## src/rtl/cpu_pkg.sv

```systemverilog
// Shared fetch-path types and defaults: address width, reset PC, fetch FSM states.
package cpu_pkg;

    localparam int          ADDR_W_DFLT   = 16;
    localparam logic [15:0] RESET_PC_DFLT = 16'h0000;
    localparam int          PC_STEP_DFLT  = 1;

    typedef logic [ADDR_W_DFLT-1:0] addr_t;

    typedef enum logic [1:0] {
        S_BOOT = 2'd0,
        S_REQ  = 2'd1,
        S_FULL = 2'd2
    } fetch_state_t;

endpackage

```

## src/rtl/pc_next_calc.sv

```systemverilog
// Next-PC arithmetic: sequential step or branch target relative to instr_pc.
// Purely combinational; all sums wrap modulo 2^ADDR_W.
module pc_next_calc
    import cpu_pkg::*;
#(
    parameter int                ADDR_W  = ADDR_W_DFLT,
    parameter logic [ADDR_W-1:0] PC_STEP = ADDR_W'(PC_STEP_DFLT)
) (
    input  logic [ADDR_W-1:0] pc,
    input  logic [ADDR_W-1:0] instr_pc,
    input  logic [ADDR_W-1:0] branch_offset,
    input  logic              branch_sel,
    output logic [ADDR_W-1:0] seq_pc,
    output logic [ADDR_W-1:0] next_pc
);

    assign seq_pc  = pc + PC_STEP;
    assign next_pc = branch_sel ? (instr_pc + branch_offset) : seq_pc;

endmodule

```

## src/rtl/pc_fetch_unit.sv

```systemverilog
// Instruction fetch front end: owns the PC, fetches over req/ack, feeds decode.
// Latency: 1 cycle from imem_ack to instr_valid; 1 instr/cycle with combinational ack.
// Backpressure: stall_in holds the output; one skid entry absorbs an in-flight word, then req drops.
module pc_fetch_unit
    import cpu_pkg::*;
#(
    parameter int                ADDR_W   = ADDR_W_DFLT,
    parameter logic [ADDR_W-1:0] RESET_PC = ADDR_W'(RESET_PC_DFLT),
    parameter logic [ADDR_W-1:0] PC_STEP  = ADDR_W'(PC_STEP_DFLT)
) (
    input  logic              clk,
    input  logic              rst_n,
    output logic              imem_req,
    output logic [ADDR_W-1:0] imem_addr,
    input  logic              imem_ack,
    input  logic [ADDR_W-1:0] imem_data,
    input  logic              stall_in,
    input  logic              branch_taken,
    input  logic [ADDR_W-1:0] branch_offset,
    output logic              instr_valid,
    output logic [ADDR_W-1:0] instr_out,
    output logic [ADDR_W-1:0] instr_pc
);

    fetch_state_t      state_q, state_d;
    logic              boot_q, boot_d;
    logic              kill_q, kill_d;
    logic [ADDR_W-1:0] pc_q, pc_d;
    logic [ADDR_W-1:0] tgt_q, tgt_d;
    logic              out_vld_q, out_vld_d;
    logic [ADDR_W-1:0] out_dat_q, out_dat_d;
    logic [ADDR_W-1:0] out_pc_q, out_pc_d;
    logic [ADDR_W-1:0] skid_dat_q, skid_dat_d;
    logic [ADDR_W-1:0] skid_pc_q, skid_pc_d;

    logic              br;
    logic              ack;
    logic              slot_free;
    logic [ADDR_W-1:0] seq_pc;
    logic [ADDR_W-1:0] next_pc;

    assign br        = branch_taken & out_vld_q;
    assign ack       = imem_ack & (state_q == S_REQ);
    assign slot_free = ~out_vld_q | ~stall_in;

    pc_next_calc #(
        .ADDR_W  (ADDR_W),
        .PC_STEP (PC_STEP)
    ) u_pc_next_calc (
        .pc            (pc_q),
        .instr_pc      (out_pc_q),
        .branch_offset (branch_offset),
        .branch_sel    (br),
        .seq_pc        (seq_pc),
        .next_pc       (next_pc)
    );

    always_comb begin
        state_d    = state_q;
        boot_d     = boot_q;
        kill_d     = kill_q;
        pc_d       = pc_q;
        tgt_d      = tgt_q;
        out_vld_d  = out_vld_q;
        out_dat_d  = out_dat_q;
        out_pc_d   = out_pc_q;
        skid_dat_d = skid_dat_q;
        skid_pc_d  = skid_pc_q;

        case (state_q)
            S_BOOT: begin
                boot_d  = 1'b1;
                state_d = boot_q ? S_REQ : S_BOOT;
            end
            S_REQ: begin
                if (kill_q) begin
                    // Redirected while the request was in flight: drop the word, then chase the target.
                    if (ack) begin
                        pc_d   = tgt_q;
                        kill_d = 1'b0;
                    end
                end else if (br) begin
                    out_vld_d = 1'b0;
                    if (ack) begin
                        pc_d = next_pc;
                    end else begin
                        kill_d = 1'b1;
                        tgt_d  = next_pc;
                    end
                end else if (ack) begin
                    pc_d = seq_pc;
                    if (slot_free) begin
                        out_dat_d = imem_data;
                        out_pc_d  = pc_q;
                        out_vld_d = 1'b1;
                    end else begin
                        skid_dat_d = imem_data;
                        skid_pc_d  = pc_q;
                        state_d    = S_FULL;
                    end
                end else if (!stall_in) begin
                    out_vld_d = 1'b0;
                end
            end
            S_FULL: begin
                if (br) begin
                    out_vld_d = 1'b0;
                    pc_d      = next_pc;
                    state_d   = S_REQ;
                end else if (!stall_in) begin
                    out_dat_d = skid_dat_q;
                    out_pc_d  = skid_pc_q;
                    state_d   = S_REQ;
                end
            end
            default: state_d = S_BOOT;
        endcase
    end

    always_ff @(posedge clk or negedge rst_n) begin
        if (!rst_n) begin
            state_q    <= S_BOOT;
            boot_q     <= 1'b0;
            kill_q     <= 1'b0;
            pc_q       <= RESET_PC;
            tgt_q      <= '0;
            out_vld_q  <= 1'b0;
            out_dat_q  <= '0;
            out_pc_q   <= '0;
            skid_dat_q <= '0;
            skid_pc_q  <= '0;
        end else begin
            state_q    <= state_d;
            boot_q     <= boot_d;
            kill_q     <= kill_d;
            pc_q       <= pc_d;
            tgt_q      <= tgt_d;
            out_vld_q  <= out_vld_d;
            out_dat_q  <= out_dat_d;
            out_pc_q   <= out_pc_d;
            skid_dat_q <= skid_dat_d;
            skid_pc_q  <= skid_pc_d;
        end
    end

    assign imem_req    = (state_q == S_REQ);
    assign imem_addr   = pc_q;
    assign instr_valid = out_vld_q;
    assign instr_out   = out_dat_q;
    assign instr_pc    = out_pc_q;

endmodule

```

## config.mk

```make
export PLATFORM = sky130hd
export DESIGN_NAME = pc_fetch_unit
export DESIGN_NICKNAME = d
export VERILOG_FILES = /design/src/rtl/cpu_pkg.sv /design/src/rtl/pc_next_calc.sv /design/src/rtl/pc_fetch_unit.sv
export SDC_FILE = /design/constraint.sdc
export NUM_CORES = 1
export LEC_CHECK = 0
export CORE_UTILIZATION = 54
export CTS_CLUSTER_SIZE = 40
export DETAILED_ROUTE_END_ITERATION = 8
export PLACE_DENSITY = 0.79
export SETUP_SLACK_MARGIN = 0.4
export SYNTH_ARGS = -nofsm -noshare
export SYNTH_HDL_FRONTEND = slang
export SYNTH_SLANG_ARGS = --single-unit
```

## constraint.sdc

```tcl
create_clock -name clk -period 2.5 [get_ports clk]
set_input_delay 0.75 -clock clk [delete_from_list [all_inputs] [get_ports clk]]
set_output_delay 0.75 -clock clk [all_outputs]
set_load 0.02 [all_outputs]
```

==> Word level (Yosys, flattened, before mapping) <==
Cells that the tools add are included.
{ "word_totals": {"reg_bits": 101, "wordCells": 81, "out_inout_bits": 50} }
{ "classes": {"n_bitwise": 9, "n_eq_ne": 13, "muxes": 39, "reduce_logical": 8, "add_sub_neg": 2} }
{ "ops": {"columns": ["cell", "count"], "rows": [
  ["16-bit two-way mux", 18],
  ["16-bit case mux with 2 select lines", 3],
  ["16-bit by 1-bit adder with 16-bit output, second input constant", 1],
  ["16-bit adder", 1],
  ["5-bit AND reduction", 3],
  ["2-bit two-way mux", 6],
  ["2-bit inequality test, second input constant", 6],
  ["1-bit two-way mux", 10],
  ["7-bit AND reduction", 1],
  ["1-bit NOT", 6],
  ["2-bit case mux with 3 select lines", 1],
  ["2-bit by 1-bit inequality test with 1-bit output, second input constant", 2],
  ["4-bit by 2-bit inequality test with 1-bit output, second input constant", 1],
  ["4-bit by 3-bit inequality test with 1-bit output, second input constant", 1],
  ["4-bit AND reduction", 1],
  ["3-bit inequality test, second input constant", 1],
  ["3-bit AND reduction", 1],
  ["1-bit bitwise AND", 2],
  ["2-bit by 1-bit == test with 1-bit output, second input constant", 1],
  ["2-bit == test, second input constant", 1],
  ["2-bit zero test", 1],
  ["1-bit case mux with 2 select lines", 1],
  ["2-bit nonzero test", 1],
  ["1-bit bitwise OR", 1]
]} }

==> Depth between registers and ports, before layout <==
Gate-level depths: netlist of the first run.
{ "logic_depth": {"depth_word": 7, "ltp_mapped": 8, "depth_no_buf": 8} }

==> Cells and area by module <==
A second synthesis of the first run with hierarchy kept.
{ "unflattened": {"cells_unflattened": 568, "area_unflattened_um2": 6314.8} }
{ "modules_own_cells": {"columns": ["mod", "instances", "cells_per_inst", "area_each_um2"], "rows": [
  ["pc_fetch_unit", 1, 388, 5052.3],
  ["pc_next_calc", 1, 180, 1262.5]
]} }

==> Least setup slack after synthesis of the first run <==
No wires, ideal clock.
{ "synth_timing": {"kind": "input to register", "startpoint": "input port branch_offset[0]", "endpoint": "register pc_q[8], in the netlist imem_addr[8]", "arrival_ns": 2.385, "cell_stages": 8, "path_slack_ns": -0.003, "required_time_ns": 2.382, "setup_ns": 0.118, "path_cell_list": "ha_1 -> fa_1 -> a21o_1 -> a221oi_1 -> o21bai_1 -> xnor2_1 -> a21oi_1 -> a21o_1"} }
{ "synth_between": {"elab_chain_len": 5, "elab_cells_between_ends": 6, "classes_between": "add/sub: 1; mux: 5"} }
{ "synth_rtl": {"columns": ["item", "line_no", "rtl"], "rows": [
  ["from (decl)", "pc_fetch_unit.sv:19", "input logic [ADDR_W-1:0] branch_offset,"],
  ["16-bit adder *", "pc_next_calc.sv:18", "assign next_pc = branch_sel ? (instr_pc + branch_offset) : seq_pc;"],
  ["16-bit two-way mux", "pc_fetch_unit.sv:84", "if (ack) begin"],
  ["16-bit two-way mux", "pc_fetch_unit.sv:82", "end else if (br) begin"],
  ["16-bit two-way mux", "pc_fetch_unit.sv:76", "if (kill_q) begin"],
  ["16-bit case mux with 2 select lines *", "pc_fetch_unit.sv:70", "case (state_q)"],
  ["to (signal assigned)", "pc_fetch_unit.sv:136", "pc_q <= pc_d;"],
  ["to (decl)", "pc_fetch_unit.sv:28", "logic [ADDR_W-1:0] pc_q, pc_d;"]
]} }
Every way passes the cells marked *; elsewhere a longest branch is shown, timed or not. The select of a mux whose other input is x is not followed.
A chain may end at the register's enable or synchronous reset.

==> Worst setup path after layout of the first run <==
{ "layout_timing": {"startpoint": "input port branch_offset[0]", "endpoint": "register tgt_q[14]"} }
{ "layout_between": {"elab_chain_len": 1} }
{ "layout_rtl": {"columns": ["item", "line_no", "rtl"], "rows": [
  ["16-bit adder", "pc_next_calc.sv:18", null],
  ["to (signal assigned)", "pc_fetch_unit.sv:137", "tgt_q <= tgt_d;"],
  ["to (decl)", "pc_fetch_unit.sv:29", "logic [ADDR_W-1:0] tgt_q, tgt_d;"]
]} }
No other way between the ends.

==> results.json, run 1 <==
{
  "status": "completed",
  "fin_nets": 756,
  "drcViolationCount": 0,
  "rsz0062_at_grt": "yes",
  "synthArstFlopShare_pct": 100,
  "period_minus_slack_ns": 2.21,
  "chipHeight_um": 104,
  "power_density_nw_per_um2": 1250,
  "initial_core_util_pct": 56.4,
  "drive_above_1_share_pct": 26.9,
  "clock_sinks": 101,
  "cp.required_ns": 2.75,
  "drv_slew": 0,
  "final_area_um2": 7750,
  "grt_pass1_vias": 5153,
  "worst_pin_slew_ns": 0.531,
  "cts_tree": "yes",
  "layout.cells.non_filler": 840,
  "ant_nets": 0,
  "netSwitchingPower_mw": 4.17,
  "detailed_place_hpwl_um": 10500,
  "syn_inst": 553,
  "yosysWarnings": 0,
  "relSlewSlack_pct": 64.6,
  "grt_pass1_wl_um": 25300,
  "ios": 87,
  "synth_largest_area_cell": "dfrtp_1",
  "combPwrFrac_pct": 56.6,
  "vias_per_cell": 5.94,
  "synth_cell_types": 62,
  "h-tree-depth": 3,
  "drtIter0Drc": 332,
  "clkTransAtPathRegs_ns": 0.09,
  "p_clk_share_pct": 10.6,
  "fin_skew_ns": 0.0123,
  "hold_viol_final": 0,
  "placed_cells": 805,
  "clockRootBuffer": "clkbuf_8",
  "p_sw_share_pct": 42.9,
  "critPathCaptureType": "register",
  "synth_fp_nets": 607,
  "synth_edf_count": 0,
  "grt_antenna_before_repair": 0,
  "ys_seq_area_share_pct": 45.2,
  "timing.fmax_mhz": 452,
  "wire_per_inst_um": 18.8,
  "rows": 36,
  "hold_slack_ns": 0.357,
  "synth_top_area_share_pct": 45.2,
  "hp-class": "in -> async",
  "startpoint_type": "input port",
  "grt_usage_pct": 29.6,
  "cp_max_fo": 4,
  "diodes": 0,
  "timing.critical_path.arrival_ns": 2.47,
  "vias": 4988,
  "core_um2": 9910,
  "numPortBuffers": 86,
  "synthTopCellsByArea": "dfrtp_1 (45%), mux2i_1 (6.3%), mux2_1 (5.8%)",
  "overflow": 0,
  "dieArea_um2": 10800,
  "cap_violations": 0,
  "peakVddDrop_uv": 643,
  "cts_buffers": 9,
  "clk_path_buf_depth": 2,
  "finalWirelength_um": 15800,
  "die_x_um": 104,
  "seq_power_share_pct": 32.8,
  "dpl_cell_area_um2": 7080,
  "p_int_mw": 5.55,
  "worstSetupPathType": "in -> reg",
  "clkLatencyLatePin_ns": 0.37,
  "gp_congestion": 0.905,
  "dr.pass1.iters": 5,
  "reg2reg_depth": 8,
  "yosysMostFrequentCell": "dfrtp_1",
  "syn_area_um2": 5590,
  "area_delta_synth_final_pct": 38.8,
  "finalPower_mw": 9.72,
  "leakage_nw": 3.48,
  "synthFlopType": "dfrtp_1",
  "ys_ff_latch": 101,
  "finalCritPeriodShare_pct": 88.5,
  "grt_start_max_net_pins": 42,
  "synth.avg_cell_area_um2": 10.1,
  "setup_viol": 0,
  "synth_common_cells": "dfrtp_1 (101), nand2_1 (78), o21ai_0 (58)"
}
==> power groups by stage <==
stage          Combinational [mW]  Clock, mW  Sequential [mW]
6_report                     5.51       1.03             3.18
5_1_grt                      5.91       1.09             3.29
4_1_cts                      5.10       1.04             3.16
3_5_place_dp                 4.88          0             3.15
3_3_place_gp                 4.73          0             3.09
2_1_floorplan                2.56          0             3.34
==> metrics by stage <==
step | setup TNS [ns] | util (%) | setup WS [ns]
2_1_floorplan | 0 | - | 0.197
3_3_place_gp | -6.50 | 71.4 | -0.369
3_5_place_dp | -9.31 | 71.4 | -0.408
4_1_cts | 0 | 76.3 | 0.231
5_1_grt | 0 | 78.3 | 0.222
6_report | 0 | 78.3 | 0.287
==> state kept, by name (all words and copies together) (netlist names) <==
register	flops
imem_addr	16
instr_out	16
instr_pc	16
skid_dat_q	16
skid_pc_q	16
tgt_q	16
state_q	2
boot_q	1
instr_valid	1
kill_q	1
==> repair_timing <==
action / in CTS / in global routing
hold buffers: 0 / 0
buffers inserted: 10 / 8
hold endpoints to repair: 0 / 0
endpoints found under the setup margin: 99 / 44
pin swaps: 29 / 36
resized for setup: 106 / 57
cloned: 1 / 0
==> layer usage <==
layer	GRT usage, %	routed length [µm]
met3	4.78	996
met1	38.6	6650
met2	49.6	7730
met5	0	0
met4	11.3	410
==> worst max-delay path, cell delays in order <==
cell,delay [ns]
buf_6,0.09
ha_4,0.15
fa_2,0.36
a21o_4,0.24
a22oi_2,0.13
a21oi_2,0.11
a31oi_1,0.21
xnor2_1,0.13
mux2_4,0.28
==> logic make-up (layout without fill, tap and decap cells) <==
family	after synthesis	in the layout	synth area share [%]
simple gates	160	160	13.7
compound gates	140	140	15.3
flops	101	101	45.2
mux	77	77	14.7
buf+inv	34	188	3.34
xor+xnor	24	24	3.76
fa+ha+maj	17	17	3.94
==> cells in the final DEF (no fill, tap or decap), drive strengths merged, types with 2 or more instances in the layout <==
cell type      count
a211oi             2
a21o               9
a21oi             29
a221oi             7
a22oi              2
a31o               2
a31oi              5
and2               4
and3               4
and4               3
buf               84
clkbuf            19
clkdlybuf4s15      2
clkdlybuf4s50     20
clkinv             4
dfrtp            101
dlygate4sd2       45
dlymetal6s2s       9
ha                16
inv                3
mux2              42
mux2i             35
nand2             79
nand2b             4
nand3              9
nand3b             2
nand4              4
nor2              28
nor2b              3
nor3              11
nor4               3
o21a               2
o21ai             64
o21bai             2
o221ai             2
o22ai              4
or3                2
xnor2             18
xor2               6
==> area by class of cell <==
class,instances,area [µm²]
clock buffers,12,135
clock inverters,4,48.8
fillers,672,2150
inverters,4,15.0
multi-input cells,418,3310
flip-flops and latches,101,2540
well taps,133,166
repair buffers,168,1550
==> final timing paths <==
check	to	from	slack, ns
max reg2reg	tgt_q[14]	instr_pc[0]	0.31
max in group asynchronous	imem_addr[6]	rst_n	1.49
min in group clk	boot_q	boot_q	0.49
max	tgt_q[14]	branch_offset[0]	0.29
min reg2reg	boot_q	boot_q	0.49
min	skid_dat_q[3]	rst_n	0.36
(Power assumes the default switching activity.)
==> run 2: changes to the inputs <==
--- a/config.mk
+++ b/config.mk
@@ -5,11 +5,12 @@
 export SDC_FILE = /design/constraint.sdc
 export NUM_CORES = 1
 export LEC_CHECK = 0
-export CORE_UTILIZATION = 54
+export CORE_UTILIZATION = 56
 export CTS_CLUSTER_SIZE = 40
 export DETAILED_ROUTE_END_ITERATION = 8
-export PLACE_DENSITY = 0.79
+export PLACE_DENSITY = 0.8
 export SETUP_SLACK_MARGIN = 0.4
 export SYNTH_ARGS = -nofsm -noshare
 export SYNTH_HDL_FRONTEND = slang
+export SYNTH_HIERARCHICAL = 1
 export SYNTH_SLANG_ARGS = --single-unit
==> run 2 against run 1 <==
The run now ends with negative setup slack left; hold slack got worse by 0.0056 ns; first-iteration DRC count rose by 79%; flip-flop and latch count unchanged; maximum frequency decreased by 20%; area after synthesis is 13% higher; cell count is 7.4% higher; global-route usage grew 4.1 points; total power rose by 35%; critical endpoint is now imem_addr[14]; final area is 20% higher; routed wire length grew 28%.
==> results.json, run 2 <==
{
  "initial_core_util_pct": 57.7,
  "drive_above_1_share_pct": 48.0,
  "grt_start_max_net_pins": 40,
  "violations": "negative setup slack",
  "clock_sinks": 101,
  "final.setup.tns_ns": -2.24,
  "placed_cells": 848,
  "ys_seq_area_share_pct": 40.0,
  "syn_inst": 568,
  "yosysMostFrequentCell": "dfrtp_1",
  "combPwrFrac_pct": 65.1,
  "drtIter0Drc": 593,
  "setup_viol": 17,
  "topRoutingLayerUsed": "met4",
  "drcViolationCount": 0,
  "fin_skew_ns": 0.0117,
  "ys_ff_latch": 101,
  "peakVddDrop_uv": 934,
  "synth_top_area_share_pct": 40.0,
  "core_um2": 10900,
  "final_area_um2": 9270,
  "layout.cells.non_filler": 902,
  "nFillCells": 579,
  "period_minus_slack_ns": 2.77,
  "final_common_cell": "buf_4",
  "cap_violations": 0,
  "finalCritPeriodShare_pct": 111,
  "cts_buffers": 9,
  "clkTransAtPathRegs_ns": 0.07,
  "rsz0062_at_grt": "yes",
  "cts_tree": "yes",
  "wl_met2_um": 10200,
  "worst_pin_slew_ns": 0.534,
  "synth_fp_nets": 622,
  "clk_path_buf_depth": 2,
  "vias": 5680,
  "dpl_cell_area_um2": 7980,
  "chipHeight_um": 108,
  "h-tree-depth": 3,
  "grt_usage_pct": 33.7,
  "die_x_um": 108,
  "area_delta_synth_final_pct": 46.8,
  "vias_per_cell": 6.30,
  "overflow": 0,
  "ant_nets": 0,
  "fin_nets": 811,
  "p_clk_share_pct": 11.5,
  "synth_largest_area_cell": "dfrtp_1",
  "clkLatencyLatePin_ns": 0.38,
  "critPathCaptureType": "register",
  "wl_met3_um": 1370,
  "relSlewSlack_pct": 64.4,
  "grt_pass1_wl_um": 29800,
  "startpoint_type": "input port",
  "seq_power_share_pct": 23.4,
  "dr.pass1.iters": 5,
  "drv_slew": 0,
  "final_cell_mix": "buf_4 (101), dfrtp_1 (98), mux2_2 (75)",
  "netSwitchingPower_mw": 5.45,
  "timing.fmax_mhz": 362,
  "grt_pass1_vias": 5904,
  "dieArea_um2": 11700,
  "synthTopCellsByArea": "dfrtp_1 (40%), mux2_2 (15%), mux2_4 (7.1%)",
  "cp.required_ns": 2.75,
  "dp_slack_ns": -1.05,
  "synthArstFlopShare_pct": 100,
  "fin_ws_ns": -0.266,
  "detailed_place_hpwl_um": 11900,
  "clockRootBuffer": "clkbuf_16",
  "p_int_mw": 7.72,
  "synthFlopType": "dfrtp_1",
  "timing.critical_path.arrival_ns": 3.01,
  "met1_length_um": 7850,
  "hold_viol_final": 0,
  "cp_max_fo": 3,
  "p_sw_share_pct": 41.4,
  "syn_area_um2": 6310,
  "hp-class": "in -> async",
  "yosysWarnings": 6,
  "rows": 38,
  "worstSetupPathType": "in -> reg",
  "gp_congestion": 0.927,
  "synth_common_cells": "dfrtp_1 (101), mux2_2 (83), nand2_1 (41)",
  "diodes": 0,
  "synth_edf_count": 0,
  "numPortBuffers": 86,
  "finalWirelength_um": 20100,
  "wire_per_inst_um": 22.3,
  "grt_antenna_before_repair": 0,
  "synth_cell_types": 64,
  "leakage_nw": 3.95,
  "power_density_nw_per_um2": 1420,
  "ios": 87,
  "synth.avg_cell_area_um2": 11.1,
  "status": "finished with violations"
}
[run 2: cell count changes in the layout (fill, tap and decap cells not counted), sizes merged, moves of 15 or more]
cell	previous run	this run
a21boi	0	17
buf	84	136
mux2	42	114
mux2i	35	3
nand2	79	41
o21ai	64	11
o311ai	1	16
[run 2: worst paths after layout]
| kind | startpoint | end | slack [ns] | cells after the start |
|---|---|---|---|---|
| max in group asynchronous | rst_n | instr_pc[1] | 1.56 | 2 |
| worst max register to register | instr_pc[0] | imem_addr[14] | -0.23 | 11 |
| worst min register to register | tgt_q[0] | tgt_q[0] | 0.51 | 1 |
| worst min-delay path | rst_n | instr_pc[13] | 0.35 | 1 |
| min in group clk | tgt_q[0] | tgt_q[0] | 0.51 | 1 |
| worst max-delay path | branch_offset[0] | imem_addr[14] | -0.27 | 12 |
[run 2: what timing repair did]
action                     CTS  global route
pin swaps                   60            18
setup endpoints to repair  128            44
hold buffers                 0             0
buffers inserted            25            11
resized for setup          168            56
cloned                       2             0
[run 2: cell families (layout without fill, tap and decap cells)]
family | Yosys count | in the layout | share of synthesized area, %
XOR/XNOR | 22 | 22 | 3.05
AO/OA/AOI/OAI | 111 | 111 | 12.2
buffers and inverters | 43 | 237 | 4.32
AND/OR/NAND/NOR | 157 | 157 | 14.3
flip-flops | 101 | 101 | 40.0
adder cells (fa/ha/maj) | 17 | 17 | 3.49
multiplexers | 117 | 117 | 22.6
[run 2: power groups by stage]
stage / Clock, mW / Sequential [mW] / Combinational [mW]
6_report: 1.52 / 3.08 / 8.57
5_1_grt: 1.59 / 3.16 / 9.03
4_1_cts: 1.52 / 3.05 / 7.68
3_5_place_dp: 0 / 3.03 / 6.82
3_3_place_gp: 0 / 2.96 / 6.61
2_1_floorplan: 0 / 3.48 / 3.57
[run 2: critical path: stages]
cell,delay [ns]
buf_6,0.10
ha_4,0.15
fa_2,0.35
a21o_1,0.22
a311oi_4,0.36
buf_4,0.19
or4_4,0.13
nand3_2,0.06
nor3b_4,0.16
and3_1,0.16
o311ai_2,0.25
a31oi_1,0.12
[run 2: layout make-up]
type	instances	area [µm²]	share of cell area (%)
flip-flops and latches	101	2530	27.3
clock buffers	9	225	2.43
clock inverters	7	91.3	0.985
multi-input cells	424	4190	45.1
well taps	140	175	1.89
inverters	7	26.3	0.283
repair buffers	214	2040	22.0
[run 2: per-layer routing]
metal  GRT usage [%]  up-vias
met2            58.1      307
met4            17.1        0
met1            39.4     2829
li1                -     2479
met3            7.11       65
met5               0        -
[run 2: through the flow]
step | util [%] | power, mW | hold slack, ns
floorplan | - | 7.05 | 0.444
global placement | 73.0 | 9.58 | 0.466
detailed placement | 73.0 | 9.85 | 0.466
CTS | 81.7 | 12.2 | 0.369
global route | 84.8 | 13.8 | 0.404
finish | 84.8 | 13.2 | 0.352
==> run 3: changes to the inputs <==
--- a/config.mk
+++ b/config.mk
@@ -5,6 +5,7 @@
 export SDC_FILE = /design/constraint.sdc
 export NUM_CORES = 1
 export LEC_CHECK = 0
+export ABC_CLOCK_PERIOD_IN_PS = 2500
 export CORE_UTILIZATION = 56
 export CTS_CLUSTER_SIZE = 40
 export DETAILED_ROUTE_END_ITERATION = 8
==> results of run 3 <==
Final layout, timing and power as in run 2 (identical DEF).
